**config.mk**
```make
export PLATFORM = sky130hd
export DESIGN_NAME = lsu_mem_access
export DESIGN_NICKNAME = d
export VERILOG_FILES = /design/src/rtl/lsu_mem_access.sv
export SDC_FILE = /design/constraint.sdc
export NUM_CORES = 1
export LEC_CHECK = 0
export BUFFER_PORTS_ARGS = -buffer_cell sky130_fd_sc_hd__buf_4
export CAP_MARGIN = 40
export CORE_UTILIZATION = 50
export DETAILED_ROUTE_END_ITERATION = 8
export GPL_ROUTABILITY_DRIVEN = 0
export HOLD_SLACK_MARGIN = 0.02
export PLACE_DENSITY = 0.9
export REMOVE_ABC_BUFFERS = 1
export SLEW_MARGIN = 0
export SYNTH_ARGS = -nofsm -noshare
export SYNTH_HDL_FRONTEND = slang
export SYNTH_SLANG_ARGS = --single-unit
```
**constraint.sdc**
```tcl
create_clock -name clk_i -period 3.1 [get_ports clk_i]
set_input_delay 0.155 -clock clk_i [delete_from_list [all_inputs] [get_ports clk_i]]
set_output_delay 0.155 -clock clk_i [all_outputs]
set_load 0.005 [all_outputs]
```
**src/rtl/lsu_mem_access.sv**
```systemverilog
// rtl/lsu_mem_access.sv - load/store unit converting byte/half/word accesses into word memory accesses
//
// Optional feature macro: LSU_ALIGN_CHECK_EN (alignment errors for lh/lhu/sh and lw/sw)
//
// Ports:
//   clk_i, rst_i          clock, asynchronous active-high reset
//   req_i, we_i, size_i   core request, store select, RV32I funct3 size code
//   addr_i, wd_i          core byte address, right-aligned store data
//   ready_o, done_o       idle indication, one-cycle completion pulse
//   err_o, rd_o           error pulse (with done_o), registered load result
//   mem_a_o, mem_we_o     word-aligned memory address, memory write enable
//   mem_wd_o, mem_rd_i    memory write data, combinational memory read data
`timescale 1ns/1ps

module lsu_mem_access #(
  parameter int ADDR_W = 32
) (
  input  logic              clk_i,
  input  logic              rst_i,
  input  logic              req_i,
  input  logic              we_i,
  input  logic [2:0]        size_i,
  input  logic [ADDR_W-1:0] addr_i,
  input  logic [31:0]       wd_i,
  output logic              ready_o,
  output logic              done_o,
  output logic              err_o,
  output logic [31:0]       rd_o,
  output logic [ADDR_W-1:0] mem_a_o,
  output logic              mem_we_o,
  output logic [31:0]       mem_wd_o,
  input  logic [31:0]       mem_rd_i
);

  typedef enum logic [1:0] {
    S_IDLE  = 2'd0,
    S_WRITE = 2'd1,
    S_RESP  = 2'd2
  } state_t;

  state_t            r_state;
  logic [ADDR_W-1:0] r_addr;
  logic [31:0]       r_wd;
  logic [31:0]       r_rd;
  logic              r_err;

  logic [ADDR_W-1:0] w_addr_al;
  logic              w_accept;
  logic              w_size_ok;
  logic              w_misalign;
  logic              w_error;
  logic [7:0]        w_byte;
  logic [15:0]       w_half;
  logic [31:0]       w_load;
  logic [31:0]       w_merge;

  assign w_addr_al = {addr_i[ADDR_W-1:2], 2'b00};
  assign w_accept  = req_i & (r_state == S_IDLE);

  // Stores only know sb/sh/sw; loads additionally have the unsigned variants.
  always_comb begin
    w_size_ok = 1'b0;
    if (we_i) begin
      w_size_ok = (size_i == 3'd0) || (size_i == 3'd1) || (size_i == 3'd2);
    end else begin
      w_size_ok = (size_i == 3'd0) || (size_i == 3'd1) || (size_i == 3'd2) ||
                  (size_i == 3'd4) || (size_i == 3'd5);
    end
  end

`ifdef LSU_ALIGN_CHECK_EN
  // size_i[1:0] is 1 for lh/lhu/sh and 2 for lw/sw among the legal codes.
  assign w_misalign = ((size_i[1:0] == 2'd1) && addr_i[0]) ||
                      ((size_i[1:0] == 2'd2) && (addr_i[1:0] != 2'b00));
`else
  assign w_misalign = 1'b0;
`endif

  assign w_error = ~w_size_ok | w_misalign;

  // Lane extraction: byte lane from addr[1:0], half lane from addr[1] only.
  always_comb begin
    w_byte = mem_rd_i[7:0];
    case (addr_i[1:0])
      2'd0:    w_byte = mem_rd_i[7:0];
      2'd1:    w_byte = mem_rd_i[15:8];
      2'd2:    w_byte = mem_rd_i[23:16];
      default: w_byte = mem_rd_i[31:24];
    endcase
  end

  assign w_half = addr_i[1] ? mem_rd_i[31:16] : mem_rd_i[15:0];

  always_comb begin
    w_load = mem_rd_i;
    case (size_i)
      3'd0:    w_load = {{24{w_byte[7]}}, w_byte};
      3'd1:    w_load = {{16{w_half[15]}}, w_half};
      3'd4:    w_load = {24'd0, w_byte};
      3'd5:    w_load = {16'd0, w_half};
      default: w_load = mem_rd_i;
    endcase
  end

  // Read-modify-write merge: replace only the addressed lane of the current word.
  always_comb begin
    w_merge = mem_rd_i;
    case (size_i[1:0])
      2'd0: begin
        case (addr_i[1:0])
          2'd0:    w_merge[7:0]   = wd_i[7:0];
          2'd1:    w_merge[15:8]  = wd_i[7:0];
          2'd2:    w_merge[23:16] = wd_i[7:0];
          default: w_merge[31:24] = wd_i[7:0];
        endcase
      end
      2'd1: begin
        if (addr_i[1]) begin
          w_merge[31:16] = wd_i[15:0];
        end else begin
          w_merge[15:0] = wd_i[15:0];
        end
      end
      default: w_merge = wd_i;
    endcase
  end

  always_ff @(posedge clk_i or posedge rst_i) begin
    if (rst_i) begin
      r_state <= S_IDLE;
      r_addr  <= '0;
      r_wd    <= '0;
      r_rd    <= '0;
      r_err   <= 1'b0;
    end else begin
      case (r_state)
        S_IDLE: begin
          if (w_accept) begin
            r_addr <= w_addr_al;
            if (w_error) begin
              r_err   <= 1'b1;
              r_state <= S_RESP;
            end else if (we_i) begin
              r_wd    <= w_merge;
              r_err   <= 1'b0;
              r_state <= S_WRITE;
            end else begin
              r_rd    <= w_load;
              r_err   <= 1'b0;
              r_state <= S_RESP;
            end
          end
        end
        S_WRITE: begin
          r_state <= S_RESP;
        end
        S_RESP: begin
          r_err   <= 1'b0;
          r_state <= S_IDLE;
        end
        default: begin
          r_state <= S_IDLE;
        end
      endcase
    end
  end

  // All handshake and memory-control outputs decode the state register, so an
  // asynchronous reset removes them immediately.
  assign ready_o  = (r_state == S_IDLE);
  assign done_o   = (r_state == S_RESP);
  assign err_o    = (r_state == S_RESP) & r_err;
  assign mem_we_o = (r_state == S_WRITE);
  assign mem_wd_o = r_wd;
  assign rd_o     = r_rd;
  assign mem_a_o  = (r_state == S_IDLE) ? w_addr_al : r_addr;

endmodule

```
# Word level (Yosys, flattened, before mapping)
# Index checks and enable logic that the tools add are counted.
[word_totals]
output_inout_bits = 100
reg_bits = 97
[op_classes]
n_eq_ne = 10
n_mux = 19
n_reduce_logical = 14
bitwise_logic = 3
[ops]
columns = ["op", "n"]
rows = [
  ["$pmux W32 S4", 1],
  ["$pmux W32 S2", 1],
  ["$mux W16", 3],
  ["$mux W32", 1],
  ["$mux W8", 4],
  ["$pmux W8 S3", 1],
  ["$reduce_and A4 Y1", 2],
  ["$eq A2 B1 Y1 const B", 3],
  ["$eq A3 B3 Y1 const B", 2],
  ["$logic_not A2 Y1", 3],
  ["$mux W2", 3],
  ["$eq A2 B2 Y1 const B", 2],
  ["$logic_or A1 B1 Y1", 4],
  ["$pmux W2 S2", 1],
  ["$reduce_and A2 Y1", 2],
  ["$eq A3 B1 Y1 const B", 1],
  ["$eq A3 B2 Y1 const B", 1],
  ["$logic_not A3 Y1", 1],
  ["$mux W1", 3],
  ["$reduce_or A3 Y1", 1],
  ["$and A1 B1 Y1", 2],
  ["$ne A2 B1 Y1 const B", 1],
  ["$pmux W1 S2", 1],
  ["$reduce_bool A2 Y1", 1],
  ["$not A1 Y1", 1],
]

# Logic depth before layout (Yosys ltp)
[logic_depth]
depth_word = 9
mapped_depth = 7
mapped_depth_nobuf = 4

# Least setup slack after synthesis
# No wires, ideal clock.
[synth_path]
kind = "register to register"
from = "register r_state[1]"
to = "register r_rd[15] (netlist: rd_o[15])"
setup_slack_ps = 1163
setup_ps = 129
n_path_buf = 3
arrival_time_ps = 1808
path_stages_with_launch = 8
required_ps = 2971
synth_period_minus_slack_ps = 1937
cell_sequence = "dfrtp_1 > or3b_1 > buf_2 > or3_1 > buf_2 > buf_6 > a221oi_1 > a21oi_1"
[synth_via]
elab_chain_cells = 3
[synth_lines]
columns = ["item", "line_no", "source"]
rows = [
  ["start, declared", "41", "state_t r_state;"],
  ["start signal, assigned", "130", "r_state <= S_IDLE;"],
  ["start signal, assigned", "142", "r_state <= S_RESP;"],
  ["start signal, assigned", "146", "r_state <= S_WRITE;"],
  ["$logic_not A2 Y1 *", "58, 136", ""],
  ["$and A1 B1 Y1", "58", "assign w_accept = req_i & (r_state == S_IDLE);"],
  ["$reduce_and A4 Y1 (no line) *", "n/a", ""],
  ["end signal, assigned", "148", "r_rd <= w_load;"],
  ["end, declared", "44", "logic [31:0] r_rd;"],
]
# Every way passes the cells marked *; elsewhere a longest branch is shown, timed or not.
# A chain may end at the register's enable or synchronous reset.

# Final worst setup path
[layout_path]
from = "register r_state[1]"
to = "register r_rd[22] (netlist: rd_o[22])"
# The elaborated chain is that of the path after synthesis.

==> metrics.txt <==
Hold Path Class input port to flip-flop; fin. max-slew vios 0; number of inserted diodes 0; Tot GR Track Use 31.3%; Layout area overhead 39.7%; share of the synthesized area in the top cell type 45.6%; DR DRC count 0; Worst-Margin Slew 0.958 ns; first drt pass iteration count 9; crit path launch type flip-flop; H-tree depth 3; # rows 37; cell area after layout 7430 um^2; crit path time final 2.44 ns; dpl cell area 6880 um^2; Nets 903; Util after Layout 72.0%; Die Span Y 105 um; post-DR wirelength/cell 18.3 um; WP data arrival 2.67 ns; clk slew on worst S/H paths 0.10 ns; Post-Syn Area 5320 um^2; post-route ant nets 0; die area 11100 um^2; f_max 409 MHz; Initial Util 51.6%; Num CTS Buffers 9; pin count of the biggest net entering global routing 66; I/O pin count 203; vias in the first global route 5288; die width 105 um; core area 10300 um^2; pre-CTS WS 0.700 ns; Post-CTS Setup Inserts 0; hpwl dp 11900 um; Final Hold Vio Count 0; Cells after DPL 896; Total Routed Length 17200 um; count of cell types in the netlist 41; Seq/Total Area, Yosys 45.6%; syn_area_per_cell 8.92 um^2; CTS tree done; CTS max path bufs 2; crit path max fanout 25; WP data required 3.33 ns; grt ovf 0; # setup viols final 0; fin crit share 78.8%; TNS Setup 0 ns; Final Non-Filler Cells 941; status complete, no violations; Vias per Instance 5.74; hold_ws 0.0362 ns; Seq cells post-synth 97; PnR worst setup slack 0.658 ns; Synth Instances 597; clock sink count 97; max_cap viols 0; number of port buffers 200; critical path's slowest cell or3_1; overall power 4.10 mW; peak supply drop 0.000300 V; Worst-Skew Late Latency 0.36 ns; Layout fillers 708; Rel. slew slack 36.1%; CP cell instances or3b_1 -> or3_1 -> a21oi_4 -> a21oi_1; worst clock skew 0.00902 ns; leakage power total 3.75 nW; root buf cell clkbuf_8; via count 5406; initial antenna violation count 0; worst stage delay on the critical path 0.75 ns; pwr/cell area 551 nW/um^2; DRT iter0 DRCs 549; yosys warns 0; R2R Setup Slk 0.66 ns; Crit Path Class flip-flop to flip-flop; nature of the critical path endpoint flip-flop; fraction of layout cells with a size suffix above 1 33.9%; RSZ-0062 raised after global routing false; Synth area leader dfrtp_1; first-pass GRT wire length 27000 um; Synth area leaders dfrtp_1 (46%), nand2_1 (12%), mux2_2 (6.3%)
-- path summary, 6_finish.rpt --
path | startpoint | end | depth (start not counted)
max | r_state[1] | rd_o[22] | 4
min | addr_i[8] | r_addr[8] | 3
max reg2reg | r_state[1] | rd_o[22] | 4
min reg2reg | r_addr[13] | r_addr[13] | 2
max in group asynchronous | rst_i | r_addr[19] | 4
min in group asynchronous | rst_i | rd_o[16] | 3
-- power by group --
part | switching [mW] | total [mW] | internal (mW)
Clock | 0.448 | 1.07 | 0.617
Sequential | 0.190 | 1.74 | 1.55
Combinational | 0.585 | 1.29 | 0.706
-- registers in the layout, indices dropped and copies added (netlist names) --
name      count
mem_wd_o     32
rd_o         32
r_err         1
r_state       2
r_addr       30
-- kinds of logic (layout without fill, tap and decap cells) --
kind of cell | count (synthesis) | after routing | share of synthesized area, %
DFF | 97 | 97 | 45.6
and+or+nand+nor | 245 | 245 | 20.0
other | 1 | 2 | 0.0705
buffers and inverters | 57 | 264 | 4.51
muxes | 64 | 64 | 13.0
AOI/OAI and AO/OA | 133 | 133 | 16.9
-- cells in the final DEF (no fill, tap or decap), drive strengths merged, types with 2 or more instances in the layout --
cell / netlist / final
o31ai: 8 / 8
conb: 1 / 2
a222oi: 8 / 8
bufinv: 0 / 4
nand3b: 10 / 10
mux2: 30 / 30
or3: 2 / 2
o211ai: 6 / 6
a22o: 2 / 2
o21ai: 36 / 36
nand2b: 9 / 9
clkinvlp: 0 / 3
mux2i: 33 / 33
o221a: 8 / 8
dlygate4sd3: 0 / 29
nor2: 28 / 28
nor2b: 13 / 13
a21oi: 36 / 36
a21o: 8 / 8
inv: 10 / 10
clkbuf: 35 / 9
and3: 8 / 8
dfrtp: 97 / 97
nand2: 168 / 168
a221oi: 8 / 8
a211oi: 9 / 9
buf: 12 / 209
-- cells in the mapped netlist (all sizes together) --
library cell / count
mux2i: 33
nor2b: 13
o21ai: 36
o221a: 8
inv: 10
o211ai: 6
or4b: 1
conb: 1
or2: 1
a21oi: 36
mux4: 1
a211oi: 9
buf: 12
or3: 2
nand2b: 9
and2: 1
nor3b: 1
or3b: 1
nand4b: 1
dfrtp: 97
a31oi: 1
a21o: 8
clkbuf: 35
nand3b: 10
o31ai: 8
and3: 8
mux2: 30
a22o: 2
nand2: 168
o21a: 1
a221oi: 8
a222oi: 8
nor3: 1
o21ba: 1
nor2: 28
a22oi: 1
-- area by class of cell --
type	instances	area, um^2	share of cell area, %
multi-input combinational	444	2670	35.9
sequential	97	2430	32.6
timing repair buffer	238	1860	25.0
tap	136	170	2.29
clock inverter	7	143	1.92
clock buffer	9	124	1.67
inverter	10	40.0	0.539
-- layer usage --
layer	track usage, %	routed length, um
met4	15.4	703
met5	0	0
met1	39.9	7010
met3	6.86	1590
met2	50.6	7930
-- worst max-delay path: cells and delay by family, from the launching register on --
family | cells | cell delay (ns)
AOI/OAI and AO/OA | 2 | 0.69
DFF | 1 | 0.45
and+or+nand+nor | 2 | 1.17
-- timing repair --
| item | in CTS | in global routing |
|---|---|---|
| endpoints found under the setup margin | 0 | 0 |
| resized for setup | 0 | 0 |
| hold buffers | 29 | 0 |
| endpoints found under the hold margin | 67 | 0 |
No activity file was read; power rests on OpenSTA's default activity.
